==> src/rtl/au_pkg.sv <==
// Shared definitions for the arbitrated arithmetic unit: op codes, AU command words and
// response flag bit positions.
package au_pkg;

  typedef enum logic [1:0] {
    AU_OP_ADD  = 2'b00,
    AU_OP_SUB  = 2'b01,
    AU_OP_PADD = 2'b10,
    AU_OP_RSVD = 2'b11
  } au_op_e;

  // bit1 = subtract, bit3 = carry chains across the byte boundary
  localparam logic [3:0] AU_CMD_ADD  = 4'b1000;
  localparam logic [3:0] AU_CMD_SUB  = 4'b1010;
  localparam logic [3:0] AU_CMD_PADD = 4'b0000;

  localparam int unsigned FLAG_Z = 2;
  localparam int unsigned FLAG_V = 1;
  localparam int unsigned FLAG_N = 0;

  function automatic logic [3:0] op_to_cmd(input logic [1:0] op);
    case (op)
      AU_OP_SUB:  return AU_CMD_SUB;
      AU_OP_PADD: return AU_CMD_PADD;
      default:    return AU_CMD_ADD;
    endcase
  endfunction

endpackage

==> src/rtl/au_arbiter_if.sv <==
// Request, shared-AU and response signals of au_arbiter. The slave modport is the arbiter
// side, master is the side driving requests, the AU sum and the response consumer.
interface au_arbiter_if;
  logic        req0_valid;
  logic        req0_ready;
  logic [1:0]  req0_op;
  logic [15:0] req0_a;
  logic [15:0] req0_b;
  logic        req1_valid;
  logic        req1_ready;
  logic [1:0]  req1_op;
  logic [15:0] req1_a;
  logic [15:0] req1_b;
  logic [3:0]  au_cmd;
  logic [15:0] au_a;
  logic [15:0] au_b;
  logic [15:0] au_sum;
  logic        rsp_valid;
  logic        rsp_ready;
  logic        rsp_id;
  logic [15:0] rsp_result;
  logic [2:0]  rsp_flags;

  modport slave (
    input  req0_valid, req0_op, req0_a, req0_b,
    input  req1_valid, req1_op, req1_a, req1_b,
    output req0_ready, req1_ready,
    output au_cmd, au_a, au_b,
    input  au_sum,
    output rsp_valid, rsp_id, rsp_result, rsp_flags,
    input  rsp_ready
  );

  modport master (
    output req0_valid, req0_op, req0_a, req0_b,
    output req1_valid, req1_op, req1_a, req1_b,
    input  req0_ready, req1_ready,
    input  au_cmd, au_a, au_b,
    output au_sum,
    input  rsp_valid, rsp_id, rsp_result, rsp_flags,
    output rsp_ready
  );
endinterface

==> src/rtl/au_flag_sat.sv <==
// Overflow/sign/zero flag generation and optional saturation of the raw AU sum.
// AU_SATURATE_EN: clamp overflowing results (per byte for PADD) instead of wrapping.
module au_flag_sat
  import au_pkg::*;
(
  input  logic [1:0]  op,
  input  logic [15:0] a,
  input  logic [15:0] b,
  input  logic [15:0] sum,
  output logic [15:0] result,
  output logic [2:0]  flags
);

  logic [15:0] b_eff;
  logic        v_hi;
  logic        v_lo;
  logic        neg;
  logic        is_padd;

  always_comb begin
    is_padd = (op == AU_OP_PADD);
    b_eff   = (op == AU_OP_SUB) ? ~b : b;
    v_hi    = (~a[15] & ~b_eff[15] & sum[15]) | (a[15] & b_eff[15] & ~sum[15]);
    v_lo    = is_padd & ((~a[7] & ~b[7] & sum[7]) | (a[7] & b[7] & ~sum[7]));
    // True sign of the full word (ADD/SUB) or of the upper byte (PADD) is the same bit.
    neg     = sum[15] ^ v_hi;

    result = sum;
`ifdef AU_SATURATE_EN
    if (is_padd) begin
      if (v_hi) result[15:8] = neg ? 8'h80 : 8'h7F;
      if (v_lo) result[7:0]  = (sum[7] ^ v_lo) ? 8'h80 : 8'h7F;
    end else if (v_hi) begin
      result = neg ? 16'h8000 : 16'h7FFF;
    end
`endif

    flags         = '0;
    flags[FLAG_Z] = (result == 16'h0000);
    flags[FLAG_V] = v_hi | v_lo;
    flags[FLAG_N] = neg;
  end

endmodule

==> src/rtl/au_arbiter.sv <==
// Round-robin arbiter sharing one combinational 16-bit AU between two requesters, with a
// single registered response stage. Saturation is selected by AU_SATURATE_EN (au_flag_sat).
module au_arbiter
  import au_pkg::*;
#(
  parameter int unsigned BURST_LEN = 1
) (
  input logic         clk,
  input logic         rst,
  au_arbiter_if.slave bus
);

  localparam logic [3:0] BurstMax = 4'(BURST_LEN - 1);

  logic        rsp_valid_q, rsp_id_q;
  logic [15:0] rsp_result_q;
  logic [2:0]  rsp_flags_q;
  logic        last_grant_q, last_grant_d;
  logic [3:0]  burst_cnt_q, burst_cnt_d;
  logic        started_q;

  logic        issue_ok, accept, winner;
  logic [1:0]  sel_op;
  logic [15:0] au_a, au_b, fin_result;
  logic [2:0]  fin_flags;

  always_comb begin
    issue_ok = ~rsp_valid_q | bus.rsp_ready;
    accept   = (bus.req0_valid | bus.req1_valid) & issue_ok & ~rst;

    if (bus.req0_valid && bus.req1_valid) begin
      // No burst exists before the first accept, so requester 0 takes the first grant.
      if (started_q && (burst_cnt_q < BurstMax)) winner = last_grant_q;
      else                                       winner = ~last_grant_q;
    end else begin
      winner = bus.req1_valid;
    end

    sel_op = winner ? bus.req1_op : bus.req0_op;
    au_a   = '0;
    au_b   = '0;
    if (accept) begin
      au_a = winner ? bus.req1_a : bus.req0_a;
      au_b = winner ? bus.req1_b : bus.req0_b;
    end

    last_grant_d = winner;
    burst_cnt_d  = '0;
    if (started_q && (winner == last_grant_q)) begin
      burst_cnt_d = (burst_cnt_q == 4'hF) ? 4'hF : burst_cnt_q + 4'd1;
    end
  end

  assign bus.req0_ready = accept & ~winner;
  assign bus.req1_ready = accept & winner;
  assign bus.au_cmd     = accept ? op_to_cmd(sel_op) : AU_CMD_ADD;
  assign bus.au_a       = au_a;
  assign bus.au_b       = au_b;

  au_flag_sat u_flag_sat (
    .op    (sel_op),
    .a     (au_a),
    .b     (au_b),
    .sum   (bus.au_sum),
    .result(fin_result),
    .flags (fin_flags)
  );

  always_ff @(posedge clk) begin
    if (rst) begin
      rsp_valid_q  <= 1'b0;
      rsp_id_q     <= 1'b0;
      rsp_result_q <= '0;
      rsp_flags_q  <= '0;
      last_grant_q <= 1'b1;
      burst_cnt_q  <= '0;
      started_q    <= 1'b0;
    end else if (accept) begin
      rsp_valid_q  <= 1'b1;
      rsp_id_q     <= winner;
      rsp_result_q <= fin_result;
      rsp_flags_q  <= fin_flags;
      last_grant_q <= last_grant_d;
      burst_cnt_q  <= burst_cnt_d;
      started_q    <= 1'b1;
    end else if (bus.rsp_ready) begin
      rsp_valid_q  <= 1'b0;
    end
  end

  assign bus.rsp_valid  = rsp_valid_q;
  assign bus.rsp_id     = rsp_id_q;
  assign bus.rsp_result = rsp_result_q;
  assign bus.rsp_flags  = rsp_flags_q;

endmodule

==> src/flat_wrapper.sv <==
// flat-port wrapper written by rule: the top's interface ports become plain ports
module au_arbiter_flat import au_pkg::*;
#(
  parameter int unsigned BURST_LEN = 1
)
  (clk, rst, bus_req0_valid, bus_req0_op, bus_req0_a, bus_req0_b, bus_req1_valid, bus_req1_op, bus_req1_a, bus_req1_b, bus_req0_ready, bus_req1_ready, bus_au_cmd, bus_au_a, bus_au_b, bus_au_sum, bus_rsp_valid, bus_rsp_id, bus_rsp_result, bus_rsp_flags, bus_rsp_ready);
  au_arbiter_if bus_i ();
  input logic clk;
  input logic rst;
  input wire logic [$bits(bus_i.req0_valid)-1:0] bus_req0_valid;
  input wire logic [$bits(bus_i.req0_op)-1:0] bus_req0_op;
  input wire logic [$bits(bus_i.req0_a)-1:0] bus_req0_a;
  input wire logic [$bits(bus_i.req0_b)-1:0] bus_req0_b;
  input wire logic [$bits(bus_i.req1_valid)-1:0] bus_req1_valid;
  input wire logic [$bits(bus_i.req1_op)-1:0] bus_req1_op;
  input wire logic [$bits(bus_i.req1_a)-1:0] bus_req1_a;
  input wire logic [$bits(bus_i.req1_b)-1:0] bus_req1_b;
  output wire logic [$bits(bus_i.req0_ready)-1:0] bus_req0_ready;
  output wire logic [$bits(bus_i.req1_ready)-1:0] bus_req1_ready;
  output wire logic [$bits(bus_i.au_cmd)-1:0] bus_au_cmd;
  output wire logic [$bits(bus_i.au_a)-1:0] bus_au_a;
  output wire logic [$bits(bus_i.au_b)-1:0] bus_au_b;
  input wire logic [$bits(bus_i.au_sum)-1:0] bus_au_sum;
  output wire logic [$bits(bus_i.rsp_valid)-1:0] bus_rsp_valid;
  output wire logic [$bits(bus_i.rsp_id)-1:0] bus_rsp_id;
  output wire logic [$bits(bus_i.rsp_result)-1:0] bus_rsp_result;
  output wire logic [$bits(bus_i.rsp_flags)-1:0] bus_rsp_flags;
  input wire logic [$bits(bus_i.rsp_ready)-1:0] bus_rsp_ready;
  assign bus_i.req0_valid = bus_req0_valid;
  assign bus_i.req0_op = bus_req0_op;
  assign bus_i.req0_a = bus_req0_a;
  assign bus_i.req0_b = bus_req0_b;
  assign bus_i.req1_valid = bus_req1_valid;
  assign bus_i.req1_op = bus_req1_op;
  assign bus_i.req1_a = bus_req1_a;
  assign bus_i.req1_b = bus_req1_b;
  assign bus_req0_ready = bus_i.req0_ready;
  assign bus_req1_ready = bus_i.req1_ready;
  assign bus_au_cmd = bus_i.au_cmd;
  assign bus_au_a = bus_i.au_a;
  assign bus_au_b = bus_i.au_b;
  assign bus_i.au_sum = bus_au_sum;
  assign bus_rsp_valid = bus_i.rsp_valid;
  assign bus_rsp_id = bus_i.rsp_id;
  assign bus_rsp_result = bus_i.rsp_result;
  assign bus_rsp_flags = bus_i.rsp_flags;
  assign bus_i.rsp_ready = bus_rsp_ready;
  au_arbiter #(.BURST_LEN(BURST_LEN)) u_core (.clk(clk), .rst(rst), .bus(bus_i));
endmodule
==> config.mk <==
export PLATFORM = sky130hd
export DESIGN_NAME = au_arbiter_flat
export DESIGN_NICKNAME = d
export VERILOG_FILES = /design/src/rtl/au_pkg.sv /design/src/rtl/au_arbiter_if.sv /design/src/rtl/au_flag_sat.sv /design/src/rtl/au_arbiter.sv /design/src/flat_wrapper.sv
export SDC_FILE = /design/constraint.sdc
export NUM_CORES = 1
export LEC_CHECK = 0
export CAP_MARGIN = 10
export CELL_PAD_IN_SITES_DETAIL_PLACEMENT = 0
export CELL_PAD_IN_SITES_GLOBAL_PLACEMENT = 1
export CORE_UTILIZATION = 19
export CTS_CLUSTER_DIAMETER = 60
export DETAILED_ROUTE_END_ITERATION = 6
export GPL_TIMING_DRIVEN = 0
export PLACE_DENSITY_LB_ADDON = 0.1
export SYNTH_ARGS = -nofsm -noshare
export SYNTH_HDL_FRONTEND = slang
export SYNTH_HIERARCHICAL = 1
export SYNTH_SLANG_ARGS = --single-unit
==> constraint.sdc <==
create_clock -name clk -period 2.5 [get_ports clk]
set_input_delay 0.5 -clock clk [delete_from_list [all_inputs] [get_ports clk]]
set_output_delay 0.5 -clock clk [all_outputs]
set_load 0.01 [all_outputs]
==> impl_metrics.prom, run 1 <==
# TYPE chip_impl_metric gauge
chip_impl_metric{name="layout_min_cycle_time",unit="ns"} 2.429
chip_impl_metric{name="detail_route.first_pass.iterations",unit=""} 4
chip_impl_metric{name="grtUsageMet2",unit="%"} 26.50
chip_impl_metric{name="fp.dieH",unit="µm"} 88.76
chip_impl_metric{name="route.detailed.vias_per_inst",unit=""} 4.277
chip_impl_info{name="tritoncts",value="built"} 1
chip_impl_metric{name="grt_antenna_before_repair",unit=""} 0
chip_impl_metric{name="grtUsageTotal",unit="%"} 14.36
chip_impl_info{name="yosys.cell_count.top_type",value="sky130_fd_sc_hd__a22o_1"} 1
chip_impl_metric{name="layout-area-overhead-vs-synth",unit="%"} 114.4
chip_impl_metric{name="ff2ff_path_depth",unit=""} 8
chip_impl_metric{name="yosysSeqAreaShare",unit="%"} 30.80
chip_impl_metric{name="gpl.final_weighted_congestion",unit=""} 0.6785
chip_impl_info{name="cts-root-buf",value="sky130_fd_sc_hd__clkbuf_8"} 1
chip_impl_metric{name="antenna_cells_inserted",unit=""} 0
chip_impl_metric{name="clock_insertion_delay_worst_skew",unit="ns"} 0.26
chip_impl_metric{name="timing.fmax",unit="GHz"} 0.4117
chip_impl_metric{name="ys_async_sr_fraction",unit="%"} 0
chip_impl_info{name="worst_setup_path_end_kind",value="output port"} 1
chip_impl_metric{name="finalClockSkew",unit="ns"} 0.002351
chip_impl_metric{name="netSwitchingFraction",unit="%"} 26.80
chip_impl_metric{name="dp.final_hpwl",unit="mm"} 4.573
chip_impl_metric{name="timing.final.hold_violations",unit=""} 0
chip_impl_info{name="reg2reg_from",value="u_core/last_grant_q"} 1
chip_impl_metric{name="via_count",unit=""} 1715
chip_impl_metric{name="grt_pass1_wl",unit="mm"} 8.659
chip_impl_metric{name="floorplan.die.width",unit="µm"} 88.76
chip_impl_metric{name="switchingPower",unit="mW"} 0.2876
chip_impl_metric{name="fin_worst_hold_slack",unit="ns"} 0.4616
chip_impl_metric{name="final_layout_size_suffix_gt1_share",unit="%"} 26.16
chip_impl_metric{name="die_area",unit="mm²"} 0.007878
chip_impl_metric{name="global_route.usage.met3",unit="%"} 4.571
chip_impl_metric{name="synth-edff-count",unit=""} 0
chip_impl_info{name="hold_class",value="flip-flop to flip-flop"} 1
chip_impl_metric{name="pwr-share-comb",unit="%"} 43.7
chip_impl_metric{name="holdPathStages",unit=""} 1
chip_impl_metric{name="coreArea",unit="mm²"} 0.007253
chip_impl_metric{name="power_frac_seq",unit="%"} 36.3
chip_impl_metric{name="detail_route.drc_violations",unit=""} 0
chip_impl_metric{name="final.period_utilization",unit="%"} 97.15
chip_impl_metric{name="report.final.setup_viol",unit=""} 0
chip_impl_metric{name="clockPowerShare",unit="%"} 20.0
chip_impl_metric{name="total_global_routing_overflow",unit=""} 0
chip_impl_info{name="hold_path_startpoint",value="u_core/bus.rsp_id"} 1
chip_impl_metric{name="wl_per_cell",unit="µm"} 14.44
chip_impl_metric{name="clock_sinks",unit=""} 22
chip_impl_metric{name="crit_path_max_fanout",unit=""} 10
chip_impl_metric{name="netlist_area",unit="mm²"} 0.001430
chip_impl_info{name="worst_setup_path_start_kind",value="input port"} 1
chip_impl_metric{name="final_util",unit="%"} 42.28
chip_impl_metric{name="ys_ff_latch",unit=""} 22
chip_impl_metric{name="synth.distinct_cells",unit=""} 35
chip_impl_metric{name="internal_power",unit="mW"} 0.7857
chip_impl_info{name="synth_common_cells",value="sky130_fd_sc_hd__a22o_1 (51), sky130_fd_sc_hd__buf_4 (22), sky130_fd_sc_hd__dfxtp_1 (22)"} 1
chip_impl_info{name="synth_flop_cell",value="sky130_fd_sc_hd__dfxtp_1"} 1
chip_impl_info{name="grt.busiest_layer",value="met2"} 1
chip_impl_metric{name="final_wirelength",unit="mm"} 5.789
chip_impl_metric{name="groute.layer.met1.usage",unit="%"} 16.35
chip_impl_metric{name="ctsHtreeMaxLevel",unit=""} 1
chip_impl_metric{name="initial_core_utilization",unit="%"} 19.72
chip_impl_metric{name="first_global_vias",unit=""} 1676
chip_impl_metric{name="cts.reportedPaths.clkPinSlew",unit="ns"} 0.08
chip_impl_metric{name="clock_tree_buffer_depth",unit=""} 2
chip_impl_metric{name="placement_rows",unit=""} 31
chip_impl_metric{name="cts.hold.buffers_added",unit=""} 0
chip_impl_info{name="synth_area_leader_cell",value="sky130_fd_sc_hd__a22o_1"} 1
chip_impl_info{name="run_status",value="finished clean"} 1
chip_impl_info{name="critPathLaunch",value="bus_rsp_ready"} 1
chip_impl_metric{name="placedCellCount",unit=""} 388
chip_impl_metric{name="fin_cells",unit=""} 401
chip_impl_metric{name="num-nets-final",unit=""} 393
chip_impl_metric{name="pin_count_of_the_biggest_net_entering_global_routing",unit=""} 12
chip_impl_info{name="netlist_top_cells_area",value="sky130_fd_sc_hd__a22o_1 (31%), sky130_fd_sc_hd__dfxtp_1 (31%), sky130_fd_sc_hd__buf_4 (12%)"} 1
chip_impl_metric{name="syn-mean-instance-area",unit="µm²"} 10.00
chip_impl_metric{name="number_of_primary_i_o_pins",unit=""} 148
chip_impl_metric{name="cp.arrival",unit="ns"} 1.93
chip_impl_info{name="rsz0062_at_grt",value="no"} 1
chip_impl_info{name="timing.setup.critical_path_class",value="input port to output port"} 1
chip_impl_metric{name="drt_iter0_drc",unit=""} 12
chip_impl_metric{name="drv_cap",unit=""} 0
chip_impl_metric{name="yosys.area.top_type_share",unit="%"} 31.23
chip_impl_metric{name="p_leak",unit="nW"} 1.329
chip_impl_metric{name="io_buffers",unit=""} 145
chip_impl_metric{name="required_time_at_the_worst_slack_endpoint",unit="ns"} 2.00
chip_impl_metric{name="slew_viol_final",unit=""} 0
chip_impl_metric{name="post_synth_inst_count",unit=""} 143
chip_impl_metric{name="yosys_warns",unit=""} 6
chip_impl_metric{name="cts_buffers",unit=""} 3
chip_impl_metric{name="power.density_cell_area",unit="mW/mm²"} 350.0
chip_impl_metric{name="vdd_drop_max",unit="µV"} 211.7
chip_impl_metric{name="drt.antenna.violating_nets",unit=""} 0
-- final timing paths --
path	end	slack (ns)
min reg2reg	u_core/bus.rsp_id	0.46
min	u_core/bus.rsp_id	0.46
max reg2reg	u_core/bus.rsp_flags[0]	0.38
max	bus_au_a[3]	0.07
-- sequential cells by signal, summed over array words and instances (netlist names) --
register and count:
u_core/last_grant_q 1, u_core/bus.rsp_id 1, u_core/bus.rsp_result 16, u_core/bus.rsp_flags 3, u_core/bus.rsp_valid 1
-- cells in the final DEF, fill, tap and decap left out, types with 3 or more instances in the layout --
| cell type | count |
|---|---|
| sky130_fd_sc_hd__a21oi_1 | 3 |
| sky130_fd_sc_hd__a22o_1 | 48 |
| sky130_fd_sc_hd__buf_2 | 18 |
| sky130_fd_sc_hd__buf_4 | 26 |
| sky130_fd_sc_hd__buf_6 | 11 |
| sky130_fd_sc_hd__clkbuf_2 | 4 |
| sky130_fd_sc_hd__clkbuf_8 | 3 |
| sky130_fd_sc_hd__clkdlybuf4s15_1 | 6 |
| sky130_fd_sc_hd__clkdlybuf4s50_1 | 105 |
| sky130_fd_sc_hd__dfxtp_1 | 22 |
| sky130_fd_sc_hd__dlygate4sd2_1 | 10 |
| sky130_fd_sc_hd__nand3b_1 | 3 |
| sky130_fd_sc_hd__nor4_1 | 4 |
-- cell families (layout without fill, tap and decap cells) --
family | after synthesis | in the layout | share of synthesized area (%)
AOI/OAI and AO/OA | 62 | 62 | 38.76
and+or+nand+nor | 23 | 23 | 11.64
DFF | 22 | 22 | 30.80
xor gates and xnor gates | 1 | 1 | 0.6125
muxes | 2 | 2 | 1.575
buffers and inverters | 31 | 189 | 15.66
adders and majority gates | 1 | 1 | 0.6999
other | 1 | 2 | 0.2622
-- cell type report --
class | count | area (µm²)
buffer | 29 | 234.0
clock buffer | 3 | 41.29
fill | 749 | 4187
inverter | 2 | 7.507
multi-input combinational | 91 | 795.8
sequential | 22 | 440.4
tap | 99 | 123.9
timing repair buffer | 155 | 1424
-- per-stage QoR --
step / power (mW) / instance area [µm²] / setup TNS, ns / setup WS, ns
2_1_floorplan: 0.5789 / 1434 / 0 / 0.2095
3_3_place_gp: 0.8744 / 3009 / -27.75 / -0.8748
3_5_place_dp: 0.8754 / 3009 / -29.12 / -0.9112
4_1_cts: 1.092 / 3089 / 0 / 0.006480
5_1_grt: 1.140 / 3067 / 0 / 0.00001243
6_report: 1.073 / 3067 / 0 / 0.07117
-- metal layers --
layer	wire length [µm]	part of all wire, %	vias up
li1	-	-	858
met5	0	0	-
met1	2332	40	768
met4	42	0.73	0
met2	2829	49	85
met3	585	10	4
-- power groups by stage --
stage	clock network [mW]	logic, mW	registers (mW)
after global placement	0	0.476	0.398
after CTS	0.226	0.476	0.390
final	0.215	0.469	0.390
after global routing	0.241	0.506	0.393
after detailed placement	0	0.478	0.398
after floorplan	0	0.171	0.408
-- critical path: stages --
cell	delay [ns]
sky130_fd_sc_hd__dlygate4sd2_1	0.23
sky130_fd_sc_hd__and2b_4	0.28
sky130_fd_sc_hd__buf_4	0.13
sky130_fd_sc_hd__nor3b_4	0.04
sky130_fd_sc_hd__buf_4	0.15
sky130_fd_sc_hd__buf_6	0.13
sky130_fd_sc_hd__a22o_1	0.18
sky130_fd_sc_hd__dlygate4sd2_1	0.29
-- repair_timing --
item,4_1_cts,5_1_grt
cloned,2,0
setup endpoints to repair,38,33
resized for setup,119,10
buffers inserted,10,0
pin swaps,4,1
Power figures use the tool's default switching activity.
==> run 2, diff against run 1 <==
--- a/config.mk
+++ b/config.mk
@@ -8,7 +8,7 @@
 export CAP_MARGIN = 10
 export CELL_PAD_IN_SITES_DETAIL_PLACEMENT = 0
 export CELL_PAD_IN_SITES_GLOBAL_PLACEMENT = 1
-export CORE_UTILIZATION = 19
+export CORE_UTILIZATION = 17
 export CTS_CLUSTER_DIAMETER = 60
 export DETAILED_ROUTE_END_ITERATION = 6
 export GPL_TIMING_DRIVEN = 0
==> constraint.sdc (replaced) <==
create_clock -name clk -period 2.1 [get_ports clk]
set_input_delay 0.42 -clock clk [delete_from_list [all_inputs] [get_ports clk]]
set_output_delay 0.42 -clock clk [all_outputs]
set_load 0.01 [all_outputs]
==> run 2 against run 1 <==
The flow now finishes with violations (setup timing). Cell count grew 3.2%. Worst hold slack worse by 0.0021 ns. Sequential share of layout area down 0.099 points. First-iteration DRC count increased by 130%. Sequential power is 19% higher. Wire length grew 0.36%. Register-to-register slack worse by 0.39 ns. Via count is 1.5% higher. Clock power up 19%. Critical endpoint is now bus_au_b[15]. Largest power group unchanged. Highest routed layer unchanged.
==> impl_metrics.prom, run 2 (synthesized netlist as in run 1, its figures left out) <==
# TYPE chip_impl_metric gauge
chip_impl_metric{name="io_buffers",unit=""} 145
chip_impl_metric{name="coreArea",unit="mm²"} 0.008175
chip_impl_metric{name="placedCellCount",unit=""} 394
chip_impl_metric{name="crit_path_max_fanout",unit=""} 6
chip_impl_metric{name="clock_insertion_delay_worst_skew",unit="ns"} 0.26
chip_impl_metric{name="grtUsageTotal",unit="%"} 12.40
chip_impl_metric{name="required_time_at_the_worst_slack_endpoint",unit="ns"} 1.68
chip_impl_metric{name="timing.final.hold_violations",unit=""} 0
chip_impl_metric{name="setup_ws",unit="ns"} -0.07998
chip_impl_metric{name="floorplan.die.width",unit="µm"} 93.72
chip_impl_metric{name="setup_ws_pre_cts",unit="ns"} -1.111
chip_impl_metric{name="final_util",unit="%"} 37.88
chip_impl_metric{name="pin_count_of_the_biggest_net_entering_global_routing",unit=""} 12
chip_impl_info{name="failing_checks",value="setup timing"} 1
chip_impl_metric{name="finalPower",unit="mW"} 1.290
chip_impl_info{name="timing.setup.critical_path_class",value="flip-flop to output port"} 1
chip_impl_info{name="crit_chain",value="and2b_4, a2111oi_4, buf_4, a22o_2, dlygate4sd2_1"} 1
chip_impl_metric{name="vdd_drop_max",unit="µV"} 358.0
chip_impl_info{name="run_status",value="complete, but fails checks"} 1
chip_impl_metric{name="grt_pass1_wl",unit="mm"} 8.583
chip_impl_metric{name="place_area",unit="mm²"} 0.003039
chip_impl_metric{name="wl_per_cell",unit="µm"} 14.03
chip_impl_metric{name="cts_buffers",unit=""} 3
chip_impl_metric{name="dp.final_hpwl",unit="mm"} 4.548
chip_impl_metric{name="fin_cells",unit=""} 414
chip_impl_metric{name="crit_path_max_incr_delay",unit="ns"} 0.31
chip_impl_metric{name="slew_headroom",unit="%"} 66.18
chip_impl_info{name="final_common_cell",value="sky130_fd_sc_hd__clkdlybuf4s50_1"} 1
chip_impl_metric{name="largest_register_ffs",unit=""} 16
chip_impl_metric{name="initial_core_utilization",unit="%"} 17.49
chip_impl_info{name="worst_setup_path_start_kind",value="flip-flop"} 1
chip_impl_metric{name="setup-tns-final",unit="ns"} -1.219
chip_impl_info{name="hold_class",value="flip-flop to flip-flop"} 1
chip_impl_metric{name="grt_antenna_before_repair",unit=""} 0
chip_impl_metric{name="drv_cap",unit=""} 0
chip_impl_info{name="tritoncts",value="built"} 1
chip_impl_metric{name="layout_min_cycle_time",unit="ns"} 2.180
chip_impl_info{name="slowest_cell_on_the_critical_path",value="sky130_fd_sc_hd__dfxtp_1"} 1
chip_impl_info{name="cts-root-buf",value="sky130_fd_sc_hd__clkbuf_8"} 1
chip_impl_metric{name="gpl.final_weighted_congestion",unit=""} 0.6625
chip_impl_info{name="timing.critical_path.max_delay_family",value="compound AO/OA/AOI/OAI gates"} 1
chip_impl_metric{name="final_layout_size_suffix_gt1_share",unit="%"} 33.33
chip_impl_metric{name="cts.reportedPaths.clkPinSlew",unit="ns"} 0.07
chip_impl_metric{name="slew_viol_final",unit=""} 0
chip_impl_metric{name="total_global_routing_overflow",unit=""} 0
chip_impl_metric{name="clock_sinks",unit=""} 22
chip_impl_metric{name="finalClockSkew",unit="ns"} 0.002953
chip_impl_metric{name="number_of_primary_i_o_pins",unit=""} 148
chip_impl_metric{name="cts.hold.buffers_added",unit=""} 0
chip_impl_metric{name="antenna_cells_inserted",unit=""} 0
chip_impl_metric{name="die_area",unit="mm²"} 0.008783
chip_impl_metric{name="p_leak",unit="nW"} 1.372
chip_impl_metric{name="final.period_utilization",unit="%"} 103.8
chip_impl_metric{name="cp.arrival",unit="ns"} 1.76
chip_impl_metric{name="report.final.setup_viol",unit=""} 28
chip_impl_info{name="rsz0062_at_grt",value="yes"} 1
chip_impl_metric{name="fillerInstances",unit=""} 857
chip_impl_metric{name="design_area",unit="mm²"} 0.003097
chip_impl_metric{name="placement_rows",unit=""} 33
chip_impl_metric{name="power.density_cell_area",unit="mW/mm²"} 416.6
chip_impl_metric{name="route.detailed.vias_per_inst",unit=""} 4.203
chip_impl_metric{name="via_count",unit=""} 1740
chip_impl_metric{name="drt_iter0_drc",unit=""} 28
chip_impl_metric{name="tightest_slew",unit="ns"} 0.5074
chip_impl_metric{name="first_global_vias",unit=""} 1694
chip_impl_metric{name="timing.fmax",unit="GHz"} 0.4587
chip_impl_metric{name="detail_route.drc_violations",unit=""} 0
chip_impl_metric{name="ctsHtreeMaxLevel",unit=""} 1
chip_impl_metric{name="crit_path_buffers_inverters",unit=""} 2
chip_impl_metric{name="layout-area-overhead-vs-synth",unit="%"} 116.5
chip_impl_info{name="mostFrequentLayoutCells",value="sky130_fd_sc_hd__clkdlybuf4s50_1 (104), sky130_fd_sc_hd__a22o_1 (47), sky130_fd_sc_hd__buf_2 (34), sky130_fd_sc_hd__buf_4 (31), sky130_fd_sc_hd__dfxtp_1 (21)"} 1
chip_impl_metric{name="final_wirelength",unit="mm"} 5.810
chip_impl_info{name="worst_setup_path_end_kind",value="output port"} 1
chip_impl_metric{name="num-nets-final",unit=""} 400
chip_impl_metric{name="drt.antenna.violating_nets",unit=""} 0
chip_impl_metric{name="clock_tree_buffer_depth",unit=""} 2
chip_impl_metric{name="fin_worst_hold_slack",unit="ns"} 0.4595
chip_impl_metric{name="fp.dieH",unit="µm"} 93.72
chip_impl_metric{name="detail_route.first_pass.iterations",unit=""} 4
[run 2: final timing paths]
check | start | endpoint | slack (ns) | cells past startpoint
setup / recovery | u_core/bus.rsp_valid | bus_au_b[15] | -0.08 | 5
hold / removal | u_core/bus.rsp_id | u_core/bus.rsp_id | 0.46 | 1
setup reg to reg | u_core/bus.rsp_valid | u_core/bus.rsp_flags[1] | -0.01 | 10
hold reg to reg | u_core/bus.rsp_id | u_core/bus.rsp_id | 0.46 | 1
[run 2: layout make-up]
class	instances	area [µm²]	area share, %
flip-flops and latches	22	441.7	14.26
multi-input cells	91	807.0	26.06
clock buffers	3	41.29	1.333
inverters	2	7.507	0.2424
plain buffers	28	222.7	7.192
well taps	105	131.4	4.242
repair buffers	163	1445	46.67
[run 2: repair_timing]
item / 4_1_cts / 5_1_grt
gates cloned: 2 / 0
setup endpoints to repair: 38 / 37
hold endpoints to repair: 0 / 0
pin swaps: 4 / 2
setup buffers: 14 / 2
gates resized for setup: 161 / 8
[run 2: routing by layer]
layer  GRT usage [%]  vias to the layer above  wire, µm
li1                -                      874         -
met2           22.32                       98      2681
met3           3.236                        6       695
met1           14.31                      762      2378
met4           3.462                        0        55
met5               0                        -         0
[run 2: worst reg2reg max path: stages, from the launching register on]
cell	delay (ns)
sky130_fd_sc_hd__dfxtp_1	0.31
sky130_fd_sc_hd__and2b_4	0.18
sky130_fd_sc_hd__a2111oi_4	0.30
sky130_fd_sc_hd__buf_4	0.22
sky130_fd_sc_hd__buf_6	0.11
sky130_fd_sc_hd__buf_6	0.11
sky130_fd_sc_hd__a22o_4	0.14
sky130_fd_sc_hd__or3b_1	0.10
sky130_fd_sc_hd__a21oi_1	0.07
sky130_fd_sc_hd__a211o_2	0.27
sky130_fd_sc_hd__a22o_1	0.20
[run 2: power by group]
group | switching [mW] | total (mW) | leakage [nW] | internal [mW]
sequential | 0.0171 | 0.465 | 0.182 | 0.448
combinational | 0.200 | 0.569 | 1.17 | 0.369
clock | 0.129 | 0.256 | 0.0216 | 0.128
